[config.mk]
export PLATFORM = sky130hd
export DESIGN_NAME = gf2_poly_div_seq
export DESIGN_NICKNAME = d
export VERILOG_FILES = /design/src/rtl/gf2_pkg.sv /design/src/rtl/gf2_deg_enc.sv /design/src/rtl/gf2_poly_div_seq.sv
export SDC_FILE = /design/constraint.sdc
export NUM_CORES = 1
export LEC_CHECK = 0
export CAP_MARGIN = 20
export CORE_AREA = 2 2 130 158
export CTS_CLUSTER_DIAMETER = 60
export DETAILED_ROUTE_END_ITERATION = 6
export DIE_AREA = 0 0 132 160
export PLACE_DENSITY = 0.91
export SLEW_MARGIN = 25
export SYNTH_ARGS = -nofsm -noshare
export SYNTH_HDL_FRONTEND = slang
export SYNTH_HIERARCHICAL = 1
export SYNTH_SLANG_ARGS = --single-unit
[constraint.sdc]
create_clock -name clk -period 3.2 [get_ports clk]
set_input_delay 0.48 -clock clk [delete_from_list [all_inputs] [get_ports clk]]
set_output_delay 0.48 -clock clk [all_outputs]
set_load 0.05 [all_outputs]
[src/rtl/gf2_pkg.sv]
// Shared types and helpers for the sequential GF(2) polynomial divider.
// Widths here describe the reference N=32 build; modules derive their own from N.
package gf2_pkg;

  typedef enum logic [1:0] {
    IDLE = 2'd0,
    BUSY = 2'd1,
    DONE = 2'd2
  } state_t;

  localparam int N_DEFAULT = 32;
  localparam int QW        = 2 * N_DEFAULT - 1;
  localparam int RW        = N_DEFAULT - 1;
  localparam int CW        = $clog2(QW);

  // Index of the highest set bit; zero input maps to 0. Covers divisors up to 64 bits.
  function automatic int msb_index(input logic [63:0] value);
    int idx;
    idx = 0;
    for (int i = 0; i < 64; i++) begin
      if (value[i]) idx = i;
    end
    return idx;
  endfunction

endpackage

[src/rtl/gf2_deg_enc.sv]
// Combinational priority encoder giving the degree of an N-bit polynomial.
// A zero polynomial encodes as degree 0.
module gf2_deg_enc
  import gf2_pkg::*;
#(
  parameter int N = N_DEFAULT
) (
  input  logic [N-1:0]         value,
  output logic [$clog2(N)-1:0] deg
);

  always_comb begin
    deg = ($clog2(N))'(msb_index(64'(value)));
  end

endmodule

[src/rtl/gf2_poly_div_seq.sv]
// Sequential GF(2) polynomial long divider, one dividend bit per cycle, MSB first.
// Define GF2_DIV_ZERO_CHK_EN to add the div_zero port and the early exit on a zero divisor.
module gf2_poly_div_seq
  import gf2_pkg::*;
#(
  parameter int N = N_DEFAULT
) (
  input  logic           clk,
  input  logic           rst_n,
  input  logic           in_valid,
  output logic           in_ready,
  input  logic [2*N-2:0] dividend,
  input  logic [N-1:0]   divisor,
  output logic           out_valid,
  input  logic           out_ready,
  output logic [2*N-2:0] quotient,
  output logic [N-2:0]   remainder,
  output logic           busy
`ifdef GF2_DIV_ZERO_CHK_EN
  ,
  output logic           div_zero
`endif
);

  localparam int DW   = 2 * N - 1;
  localparam int CNTW = $clog2(DW);
  localparam int DEGW = $clog2(N);

  state_t state, state_nxt;

  logic [DW-1:0]   dd;
  logic [DW-1:0]   q;
  logic [N-2:0]    dv;
  logic [N-2:0]    r;
  logic [DEGW-1:0] deg;
  logic [DEGW-1:0] deg_in;
  logic [CNTW-1:0] count;

  logic            accept;
  logic            out_fire;
  logic [N-1:0]    t;
  logic            hit;
  logic [N-2:0]    r_step;

  gf2_deg_enc #(.N(N)) u_deg_enc (
    .value (divisor),
    .deg   (deg_in)
  );

  assign accept   = in_valid & in_ready;
  assign out_fire = out_valid & out_ready;

  // The divisor's leading term is implicit in deg, so only its lower N-1 bits are XORed in.
  always_comb begin
    t      = {r, dd[count]};
    hit    = t[deg];
    r_step = t[N-2:0] ^ (hit ? dv : '0);
  end

  // NOTE: sequential state uses non-blocking assignments so every register samples pre-edge values.
  always_ff @(posedge clk or negedge rst_n) begin
    if (!rst_n) state <= IDLE;
    else        state <= state_nxt;
  end

  // NOTE: combinational blocks assign every output a default first so no latch is inferred.
  always_comb begin
    state_nxt = state;
    unique case (state)
      IDLE: begin
        if (accept) begin
`ifdef GF2_DIV_ZERO_CHK_EN
          state_nxt = (divisor == '0) ? DONE : BUSY;
`else
          state_nxt = BUSY;
`endif
        end
      end
      BUSY:    if (count == '0) state_nxt = DONE;
      DONE:    if (out_fire)    state_nxt = IDLE;
      default: state_nxt = IDLE;
    endcase
  end

  always_comb begin
    in_ready  = (state == IDLE);
    out_valid = (state == DONE);
    busy      = (state == BUSY);
  end

  always_ff @(posedge clk or negedge rst_n) begin
    if (!rst_n) begin
      dd    <= '0;
      dv    <= '0;
      deg   <= '0;
      r     <= '0;
      q     <= '0;
      count <= '0;
    end else if (accept) begin
      dd    <= dividend;
      dv    <= divisor[N-2:0];
      deg   <= deg_in;
      r     <= '0;
      q     <= '0;
      count <= CNTW'(DW - 1);
    end else if (state == BUSY) begin
      r <= r_step;
      q <= {q[DW-2:0], hit};
      if (count != '0) count <= count - 1'b1;
    end
  end

`ifdef GF2_DIV_ZERO_CHK_EN
  always_ff @(posedge clk or negedge rst_n) begin
    if (!rst_n)        div_zero <= 1'b0;
    else if (accept)   div_zero <= (divisor == '0);
    else if (out_fire) div_zero <= 1'b0;
  end
`endif

  assign quotient  = q;
  assign remainder = r;

endmodule

==> out/summary.log, run 1 <==
qor: sta.hold_viol 0
qor: synthesis.edff_count_synth 0
qor: flow_run.cap_viol_max_count 0
qor: sta.whs 0.0487 ns
qor: synthesis.synth.lib_cells_used.distinct 63
qor: worst_setup_path.timing.critical_path.max_delay_family compound AO/OA/AOI/OAI gates
qor: worst_setup_path.crit_path_end_kind flop
qor: worst_setup_path.critPathMaxFanout 21
qor: global_route.number_of_antenna_violations_at_the_first_check_in_global_routing 0
qor: synthesis.yosys.area.top_type_share 49.2%
qor: power_and_ir_drop.internal_power 4040 uW
qor: detailed_routing.viasPerCell 6.19
qor: sta.max_freq 0.346 GHz
qor: sta.fin_crit_share 90.2%
qor: worst_setup_path.crit_path_start_kind flop
qor: global_route.global_route.overflow_total 0
qor: clock_tree.clock-sinks 201
qor: detailed_routing.drtAntennaViolNets 0
qor: power_and_ir_drop.power.density 392 mW/mm^2
qor: sta.grt_setup_unrepaired no
qor: die.floorplan.core_area 0.0198 sq mm
qor: global_route.grtUsageTotal 27.4%
qor: power_and_ir_drop.netSwitchingPower 1100 uW
qor: synthesis.synthesis.instances 1075
qor: sta.setup_skew 0.00896 ns
qor: global_route.grt_pass1_vias 9291
qor: die.floorplan.die_area 0.0211 sq mm
qor: global_route.grt_pass1_wl 47.5 mm
qor: clock_tree.cts.clk_slew.worst_paths 0.06 ns
qor: synthesis.post_synth.cell_area_avg 9.51 sq um
qor: synthesis.synth_fp_nets 1176
qor: detailed_routing.remaining_routing_drc_violations 0
qor: clock_tree.cts-root-buf clkbuf_16
qor: worst_setup_path.crit_path_cell_trace mux4_2, mux2i_1, a211oi_4, buf_4, o31ai_1, a32oi_1, nand4_1
qor: detailed_routing.drt_pass1_iterations 7
qor: detailed_routing.wl_per_cell 19.4 um
qor: synthesis.yosys_warnings 6
qor: global_route.grt_max_degree 106
qor: synthesis.post-synth-top-area-cell dfrtp_1
qor: synthesis.synth_area_leaders dfrtp_1, nand2_1, a22o_1, nand4_1, o31ai_1
qor: place.globalplace.congestion 0.874
qor: sta.finalSetupTns 0 ns
qor: clock_tree.postCtsSetupBuffers 0
qor: worst_setup_path.path_class reg2reg
qor: sta.maxSlewViolCount 0
qor: worst_setup_path.crit_path_top_delay_cell a211oi_4
qor: clock_tree.numCtsBuffers 21
qor: clock_tree.clock_tree.htree_level_count 1
qor: die.core.rowCount 57
qor: power_and_ir_drop.switching_share 21.4%
qor: worst_setup_path.cp_slowest_stage_delay 0.82 ns
qor: run_status.result_of_the_run finished clean
qor: synthesis.synth.ff_latch_count 201
qor: final_layout.area_growth_syn_to_layout 28.4%
qor: min_path.hp-class in2async
qor: die.die_height 160 um
qor: power_and_ir_drop.power.share.sequential 49.4%
qor: clock_tree.tritoncts done
qor: place.detailed_place_hpwl 20.1 mm
qor: place.place.port_buffers 195
qor: sta.final-setup-viol-count 0
qor: synthesis.synth-async-reset-ratio 100%
qor: worst_setup_path.critPathBufInv 1
qor: synthesis.synth_top_flop_cell dfrtp_1
qor: sta.timing.slew.headroom 38.9%
qor: synthesis.ys_seq_area_share 49.2%
qor: sta.worst_max_slew_pin_slew 0.917 ns
qor: worst_setup_path.worst-endpoint-required 3.56 ns
qor: final_layout.drive_above_1_share 7.77%
qor: die.die_w 132 um
qor: power_and_ir_drop.worst_case_vdd_ir_drop 351 uV
qor: die.initial_core_utilization 51.8%
qor: worst_setup_path.setup.reg_to_reg.worst_slack 0.31 ns
qor: clock_tree.worstSkewPairLatency 0.50 ns
qor: sta.post-route-min-period 2.89 ns
qor: final_layout.num-nets-final 1338
qor: clock_tree.ctsLongestPathBuffers 3
qor: power_and_ir_drop.power_frac_comb 4.4%
qor: clock_tree.cts-resized-gates 0
qor: die.ios 196
qor: power_and_ir_drop.total_leakage_power 0.00607 uW
qor: clock_tree.postCtsHoldBufs 0
qor: power_and_ir_drop.p_clk_share 46.2%
qor: detailed_routing.postRouteWirelength 29.4 mm
qor: final_layout.antenna_cells_inserted 0
qor: worst_setup_path.arrival 3.25 ns
qor: detailed_routing.detailedRoute.firstIterationViolations 1064
qor: synthesis.netlist_area 0.0102 sq mm
qor: detailed_routing.via_count 9372
## worst register-to-register path, stage by stage (launching register included)
cell      delay [ns]
dfrtp_1         0.53
mux4_2          0.41
mux2i_1         0.13
a211oi_4        0.82
buf_4           0.40
o31ai_1         0.11
a32oi_1         0.23
nand4_1         0.13
## state kept, by name (all words and copies together), names as in the netlist
name       cells
count          6
dd            63
deg            5
dv            31
quotient      63
remainder     31
state          2
## power groups by stage
stage | combinational, uW | clock (uW) | sequential (uW)
finish | 224 | 2380 | 2540
global route | 245 | 2500 | 2540
CTS | 225 | 2400 | 2540
detailed placement | 224 | 0 | 2590
global placement | 222 | 0 | 2590
floorplan | 20.3 | 0 | 2590
## path summary, 6_finish.rpt
kind                       depth (start not counted)    from       endpoint
setup reg to reg                                   7  deg[0]  remainder[30]
max in group asynchronous                          2   rst_n         dv[27]
hold reg to reg                                    2  dd[55]         dd[55]
min in group clk                                   2  dd[55]         dd[55]
setup / recovery                                   7  deg[0]  remainder[30]
hold / removal                                     1   rst_n         dv[20]
## area by class of cell
cell class,count,area (sq um)
fill,1484,6620
sequential,201,5030
multi-input combinational,772,4790
timing repair buffer,228,2280
clock buffer,28,592
tap,265,332
clock inverter,7,67.6
inverter,13,48.8
## per-stage QoR
step / worst slack (ns) / utilization (%) / power, uW / area, sq um / instances
floorplan: 0.847 / - / 2610 / 10200 / 1075
global placement: 0.534 / 63.2 / 2810 / 12500 / 1479
detailed placement: 0.400 / 63.2 / 2810 / 12500 / 1479
CTS: 0.339 / 66.5 / 5170 / 13100 / 1514
global route: 0.0600 / 66.5 / 5280 / 13100 / 1514
finish: 0.314 / 66.5 / 5140 / 13100 / 1514
## per-layer routing
metal,global-route usage [%],vias to the layer above,wire length (um)
li1,-,4185,-
met5,0,-,0
met3,4.76,89,2350
met1,34.5,4589,11200
met4,10.4,0,1060
met2,47.1,509,14800
## cell usage in the layout, fill, tap and decap left out, types with 3 or more instances in the layout
cell | synthesis | final
a211o_1 | 21 | 21
o211ai_1 | 5 | 5
mux2_1 | 3 | 3
xnor2_1 | 5 | 5
clkbuf_8 | 0 | 5
nand2_1 | 340 | 339
clkinv_2 | 0 | 4
o31ai_1 | 41 | 40
nor3_1 | 5 | 5
clkdlybuf4s50_1 | 0 | 193
dfrtp_1 | 201 | 201
nor2b_1 | 9 | 9
nor2_1 | 40 | 40
a221oi_1 | 3 | 3
o21ai_0 | 5 | 5
mux4_2 | 12 | 12
clkbuf_1 | 65 | 3
or4_1 | 4 | 4
nor3b_1 | 11 | 11
a21oi_1 | 5 | 5
mux4_1 | 5 | 5
a21o_1 | 11 | 11
a31oi_1 | 4 | 3
buf_12 | 0 | 6
and2_1 | 4 | 3
or3_1 | 3 | 3
nand2b_1 | 26 | 26
clkbuf_16 | 0 | 21
nand4_1 | 60 | 60
a32oi_1 | 30 | 30
mux2i_1 | 10 | 10
nor4_1 | 8 | 8
buf_4 | 4 | 28
inv_1 | 11 | 11
a22o_1 | 63 | 63
## kinds of logic after synthesis
logic type	Yosys count	share of synthesized area, %
compound gates	213	17.3
xor+xnor	5	0.428
fa+ha+maj	2	0.245
buf+inv	102	4.57
flops	201	49.2
mux	31	5.35
simple gates	521	22.9
## Yosys cell counts, drive strengths merged, types with 9 or more instances
cell type,count
nor4,10
inv,12
buf,24
nand4,60
dfrtp,201
a21o,11
a22o,63
clkbuf,65
a211o,21
a32oi,30
mux2i,10
nand2,340
nor2b,9
nor3b,11
o31ai,41
nand2b,26
nor2,40
mux4,17
Note: power is estimated with default switching activity, not from simulation.
==> run 2, diff against run 1 <==
--- a/config.mk
+++ b/config.mk
@@ -6,11 +6,12 @@
 export NUM_CORES = 1
 export LEC_CHECK = 0
 export CAP_MARGIN = 20
-export CORE_AREA = 2 2 130 158
+export CORE_AREA = 2 2 129 156
+export CTS_BUF_LIST = sky130_fd_sc_hd__clkbuf_4 sky130_fd_sc_hd__clkbuf_8
 export CTS_CLUSTER_DIAMETER = 60
 export DETAILED_ROUTE_END_ITERATION = 6
-export DIE_AREA = 0 0 132 160
-export PLACE_DENSITY = 0.91
+export DIE_AREA = 0 0 131 158
+export PLACE_DENSITY = 0.82
 export SLEW_MARGIN = 25
 export SYNTH_ARGS = -nofsm -noshare
 export SYNTH_HDL_FRONTEND = slang
==> run 2 against run 1 <==
Compared with the run above: die area is 2.0% lower; sequential power about the same; cell count increased by 1.4%; critical path type unchanged; critical endpoint is now remainder[16]; highest routed layer unchanged.
==> out/summary.log, run 2 (same netlist as run 1, synthesis figures left out) <==
qor: detailed_routing.via_count 9281 [-0.97%]
qor: die.core.rowCount 56 [-1.8%]
qor: sta.final-setup-viol-count 0 [unchanged]
qor: clock_tree.clock-sinks 201 [unchanged]
qor: detailed_routing.drtAntennaViolNets 0 [unchanged]
qor: sta.maxSlewViolCount 0 [unchanged]
qor: place.place.port_buffers 195 [unchanged]
qor: sta.hold_viol 0 [unchanged]
qor: clock_tree.worstSkewPairLatency 0.53 ns [+0.03 ns]
qor: sta.timing.slew.headroom 48.2% [+9.3 points]
qor: clock_tree.cts-resized-gates 0 [unchanged]
qor: clock_tree.cts-root-buf clkbuf_8
qor: worst_setup_path.crit_path_end_kind flop
qor: clock_tree.postCtsSetupBuffers 0 [unchanged]
qor: final_layout.finish.utilization 68.6% [+2.1 points]
qor: sta.whs 0.00673 ns [-0.0420 ns]
qor: die.floorplan.core_area 0.0193 sq mm [-2.5%]
qor: place.detailed_place_hpwl 19.2 mm [-4.7%]
qor: die.ios 196 [unchanged]
qor: detailed_routing.detailedRoute.firstIterationViolations 864 [-19%]
qor: clock_tree.clock_tree.htree_level_count 2 [+1]
qor: worst_setup_path.worst-endpoint-required 3.58 ns [+0.02 ns]
qor: worst_setup_path.crit_path_start_kind flop
qor: final_layout.final_common_cell nand2_1
qor: power_and_ir_drop.power.density 394 mW/mm^2 [+0.61%]
qor: clock_tree.numCtsBuffers 35 [+67%]
qor: worst_setup_path.path_class reg2reg
qor: detailed_routing.wl_per_cell 18.8 um [-3.0%]
qor: global_route.grt_pass1_vias 9023 [-2.9%]
qor: clock_tree.ctsLongestPathBuffers 3 [unchanged]
qor: place.dpl_cell_area 0.0125 sq mm [unchanged]
qor: global_route.grt_max_degree 87 [-18%]
qor: die.die_w 131 um [-0.76%]
qor: final_layout.fin_area 0.0132 sq mm [+0.56%]
qor: final_layout.multi_input_comb_area 0.00479 sq mm [unchanged]
qor: final_layout.antenna_cells_inserted 0 [unchanged]
qor: die.floorplan.die_area 0.0207 sq mm [-2.0%]
qor: run_status.result_of_the_run finished clean
qor: clock_tree.tritoncts done
qor: sta.worst_max_slew_pin_slew 0.775 ns [-0.142 ns]
qor: sta.grt_setup_unrepaired no
qor: worst_setup_path.critPathMaxFanout 25 [+19%]
qor: power_and_ir_drop.worst_case_vdd_ir_drop 278 uV [-21%]
qor: worst_setup_path.worstRegToRegCells 7 [unchanged]
qor: sta.setup_skew 0.0317 ns [+0.0228 ns]
qor: worst_setup_path.r2r_end remainder[16]
qor: final_layout.num-nets-final 1351 [+0.97%]
qor: final_layout.final-seq-area 0.00503 sq mm [unchanged]
qor: final_layout.drive_above_1_share 9.81% [+2.0 points]
qor: detailed_routing.drt_pass1_iterations 6 [-1]
qor: global_route.global_route.overflow_total 0 [unchanged]
qor: worst_setup_path.worstReg2RegStart deg[0]
qor: min_path.hp-class in2async
qor: power_and_ir_drop.total_leakage_power 0.00613 uW [+1.0%]
qor: clock_tree.postCtsHoldBufs 0 [unchanged]
qor: clock_tree.cts.clk_slew.worst_paths 0.07 ns [about the same]
qor: sta.post-route-min-period 2.83 ns [-0.0577 ns]
qor: final_layout.area_growth_syn_to_layout 29.1%
qor: worst_setup_path.arrival 3.21 ns [-0.04 ns]
qor: place.globalplace.congestion 0.870 [-0.48%]
qor: final_layout.fillerInstances 1478 [-0.40%]
qor: detailed_routing.postRouteWirelength 28.9 mm [-1.6%]
qor: die.die_height 158 um [-1.3%]
qor: flow_run.cap_viol_max_count 0 [unchanged]
qor: final_layout.mostFrequentLayoutCells nand2_1, dfrtp_1, clkdlybuf4s50_1
qor: die.initial_core_utilization 53.1% [+1.3 points]
qor: sta.finalSetupTns 0 ns [unchanged]
qor: detailed_routing.viasPerCell 6.05 [-2.3%]
qor: sta.max_freq 0.354 GHz [+2.0%]
qor: detailed_routing.remaining_routing_drc_violations 0 [unchanged]
qor: sta.fin_crit_share 88.4% [-1.8 points]
qor: global_route.grtUsageTotal 28.5% [+1.1 points]
qor: global_route.number_of_antenna_violations_at_the_first_check_in_global_routing 0 [unchanged]
qor: global_route.grt_pass1_wl 46.6 mm [-2.0%]
qor: worst_setup_path.setup.reg_to_reg.worst_slack 0.37 ns [+0.06 ns]
run 2: cell types whose count changed in the layout (fill, tap and decap cells not counted), sizes merged:
cell / delta
buf: -1
bufinv: -1
clkbuf: +28
clkinv: -1
run 2: worst max-delay path by stage:
stage                  startpoint             to  cells past startpoint
detailed placement         deg[0]  remainder[16]                      7
global route               deg[0]  remainder[23]                      7
finish                     deg[0]  remainder[16]                      7
CTS                        deg[0]  remainder[16]                      7
floorplan           remainder[10]  remainder[19]                      8
global placement           deg[0]   remainder[8]                      7
run 2: area by class of cell:
type | count | share of cell area, %
sequential | 201 | 38.1
timing repair buffer | 227 | 17.3
multi-input combinational | 772 | 36.3
clock buffer | 56 | 5.31
inverter | 13 | 0.369
clock inverter | 5 | 0.237
tap | 261 | 2.47
run 2: power by group:
| group | internal [uW] | switching, uW | total, uW |
|---|---|---|---|
| clock | 1390 | 1050 | 2440 |
| sequential | 2540 | 0 | 2540 |
| combinational | 121 | 100 | 222 |
run 2: per-stage QoR:
step | total power, uW | cells | setup slack (ns)
floorplan | 2610 | 1075 | 0.847
global placement | 2810 | 1474 | 0.500
detailed placement | 2810 | 1474 | 0.417
CTS | 5240 | 1535 | 0.405
global route | 5380 | 1535 | 0.175
finish | 5200 | 1535 | 0.371
run 2: metal layers:
layer | part of all wire, % | GRT usage, % | vias up
met2 | 49 | 45.9 | 440
met1 | 39 | 37.8 | 4526
met5 | 0 | 0 | -
li1 | - | - | 4230
met3 | 9.3 | 7.30 | 85
met4 | 2.6 | 9.22 | 0
run 2: critical path: stages (launching register included):
cell and delay [ns]:
dfrtp_1 0.55, mux4_2 0.43, mux2i_1 0.13, a211oi_4 0.73
buf_4 0.43, o31ai_1 0.10, a32oi_1 0.22, nand4_1 0.10
==> run 3, diff against run 2 <==
--- a/config.mk
+++ b/config.mk
@@ -6,11 +6,11 @@
 export NUM_CORES = 1
 export LEC_CHECK = 0
 export CAP_MARGIN = 20
-export CORE_AREA = 2 2 129 156
+export CORE_AREA = 5 5 132 159
 export CTS_BUF_LIST = sky130_fd_sc_hd__clkbuf_4 sky130_fd_sc_hd__clkbuf_8
 export CTS_CLUSTER_DIAMETER = 60
 export DETAILED_ROUTE_END_ITERATION = 6
-export DIE_AREA = 0 0 131 158
+export DIE_AREA = 0 0 137 164
 export PLACE_DENSITY = 0.82
 export SLEW_MARGIN = 25
 export SYNTH_ARGS = -nofsm -noshare
==> run 3 against run 2 <==
Compared with the run above: sequential share of layout area barely moved; highest routed layer unchanged; count of clock-buffer cells in the layout fell by 5; worst hold slack improved by 0.46 ns; flip-flop and latch count unchanged; die area grew 8.6%; cell count fell by 0.20%.
==> out/summary.log, run 3 (same netlist as run 1, synthesis figures left out) <==
qor: worst_setup_path.crit_path_top_delay_cell dfrtp_1
qor: worst_setup_path.cp_slowest_stage_delay 0.78 ns [+0.05 ns]
qor: worst_setup_path.critPathMaxFanout 20 [-20%]
qor: sta.post-route-min-period 2.96 ns [+0.129 ns]
qor: final_layout.antenna_cells_inserted 0 [unchanged]
qor: worst_setup_path.crit_path_end_kind flop
qor: clock_tree.ctsLongestPathBuffers 3 [unchanged]
qor: clock_tree.clock_tree.htree_level_count 2 [unchanged]
qor: sta.fin_crit_share 92.4% [+4.0 points]
qor: sta.worst_max_slew_pin_slew 0.871 ns [+0.0957 ns]
qor: place.detailed_place_hpwl 19.4 mm [+1.3%]
qor: place.globalplace.congestion 0.855 [-1.8%]
qor: clock_tree.tritoncts done
qor: global_route.grt_max_degree 95 [+9.2%]
qor: worst_setup_path.critical_path_depth 7 [unchanged]
qor: sta.timing.slew.headroom 40.4% [-7.7 points]
qor: min_path.hp-class reg2reg
qor: die.initial_core_utilization 53.1% [unchanged]
qor: detailed_routing.remaining_routing_drc_violations 0 [unchanged]
qor: sta.max_freq 0.338 GHz [-4.4%]
qor: flow_run.cap_viol_max_count 0 [unchanged]
qor: die.core.rowCount 56 [unchanged]
qor: clock_tree.cts.clk_slew.worst_paths 0.06 ns [about the same]
qor: sta.setup_skew 0.0176 ns [-0.0141 ns]
qor: worst_setup_path.worstRegToRegCells 7 [unchanged]
qor: clock_tree.numCtsBuffers 34 [-2.9%]
qor: global_route.grt_pass1_vias 8786 [-2.6%]
qor: final_layout.drive_above_1_share 9.52% [-0.29 points]
qor: power_and_ir_drop.total_power 5190 uW [-0.22%]
qor: sta.maxSlewViolCount 0 [unchanged]
qor: die.die_height 164 um [+3.8%]
qor: detailed_routing.viasPerCell 5.96 [-1.4%]
qor: global_route.number_of_antenna_violations_at_the_first_check_in_global_routing 0 [unchanged]
qor: sta.hold_viol 0 [unchanged]
qor: min_path.number_of_cells_on_the_worst_hold_path 2
qor: detailed_routing.drtAntennaViolNets 0 [unchanged]
qor: die.floorplan.core_area 0.0193 sq mm [unchanged]
qor: final_layout.mostFrequentLayoutCells nand2_1, dfrtp_1, clkdlybuf4s50_1
qor: die.floorplan.die_area 0.0225 sq mm [+8.6%]
qor: detailed_routing.via_count 9129 [-1.6%]
qor: detailed_routing.postRouteWirelength 28.7 mm [-0.83%]
qor: die.ios 196 [unchanged]
qor: clock_tree.cts-root-buf clkbuf_8
qor: worst_setup_path.crit_path_start_kind flop
qor: power_and_ir_drop.total_leakage_power 0.00612 uW [about the same]
qor: global_route.global_route.overflow_total 0 [unchanged]
qor: global_route.grtUsageTotal 25.6% [-2.9 points]
qor: run_status.result_of_the_run finished clean
qor: power_and_ir_drop.worst_case_vdd_ir_drop 302 uV [+8.5%]
qor: place.place.port_buffers 195 [unchanged]
qor: global_route.grt_pass1_wl 46.0 mm [-1.3%]
qor: detailed_routing.detailedRoute.firstIterationViolations 893 [+3.4%]
qor: detailed_routing.wl_per_cell 18.7 um [-0.64%]
qor: clock_tree.worstSkewPairLatency 0.52 ns [about the same]
qor: detailed_routing.drt_pass1_iterations 5 [-1]
qor: power_and_ir_drop.power.density 393 mW/mm^2 [-0.21%]
qor: worst_setup_path.worst-endpoint-required 3.58 ns [about the same]
qor: final_layout.num-nets-final 1348 [-0.22%]
qor: worst_setup_path.timing.critical_path.max_delay_family compound AO/OA/AOI/OAI gates
qor: final_layout.area_growth_syn_to_layout 29.1% [about the same]
qor: clock_tree.cts-resized-gates 0 [unchanged]
qor: sta.grt_setup_unrepaired no
qor: final_layout.fin_area 0.0132 sq mm [about the same]
qor: die.die_w 137 um [+4.6%]
qor: final_layout.final_common_cell nand2_1
qor: worst_setup_path.path_class reg2reg
qor: sta.finalSetupTns 0 ns [unchanged]
qor: sta.final-setup-viol-count 0 [unchanged]
qor: sta.whs 0.470 ns [+0.464 ns]
qor: worst_setup_path.critPathBufInv 1 [unchanged]
qor: place.dpl_cell_area 0.0125 sq mm [about the same]
qor: worst_setup_path.crit_path_cell_trace nor2b_1, a2111oi_0, nor4_4, o31ai_2, buf_4, a211o_1, nand4_1
qor: worst_setup_path.arrival 3.34 ns [+0.13 ns]
qor: clock_tree.clock-sinks 201 [unchanged]
==> run 3: worst paths after layout <==
path                                       to  slack (ns)  startpoint
worst min register to register          dd[4]        0.47       dd[4]
min in group asynchronous       remainder[11]        0.53       rst_n
worst min-delay path                    dd[4]        0.47       dd[4]
worst max register to register  remainder[10]        0.24      deg[1]
max in group asynchronous       remainder[17]        1.81       rst_n
worst max-delay path            remainder[10]        0.24      deg[1]
==> run 3: report_power, final <==
part | total, uW | switching (uW) | internal [uW]
Combinational | 224 | 102 | 122
Clock | 2430 | 1050 | 1380
Sequential | 2540 | 0 | 2540
==> run 3: layer usage <==
| metal | GRT usage (%) | vias to the layer above | wire (um) |
|---|---|---|---|
| met5 | 0 | - | 0 |
| met4 | 7.71 | 0 | 697 |
| li1 | - | 4226 | - |
| met1 | 33.7 | 4379 | 11300 |
| met2 | 41.8 | 471 | 13800 |
| met3 | 6.59 | 53 | 2920 |
==> run 3: what timing repair did <==
action,4_1_cts,5_1_grt
hold buffers,1,0
buffers inserted,0,0
hold endpoints to repair,17,0
==> run 3: worst register-to-register path, stage by stage, from the launching register on <==
cell,delay [ns]
dfrtp_1,0.78
nor2b_1,0.10
a2111oi_0,0.78
nor4_4,0.22
o31ai_2,0.39
buf_4,0.33
a211o_1,0.15
nand4_1,0.09
==> run 3: metrics by stage <==
stage	util [%]	instances	setup slack, ns
after floorplan	-	1075	0.847
after global placement	64.8	1471	0.373
after detailed placement	64.8	1471	0.278
after CTS	68.5	1532	0.262
after global routing	68.5	1532	0.0446
final	68.5	1532	0.242
==> run 3: final cells by class <==
| class | count | area, sq um |
|---|---|---|
| timing repair buffer | 225 | 2290 |
| sequential | 201 | 5030 |
| clock inverter | 9 | 73.8 |
| inverter | 13 | 48.8 |
| multi-input combinational | 772 | 4790 |
| tap | 261 | 327 |
| fill | 1488 | 6060 |
| clock buffer | 51 | 646 |
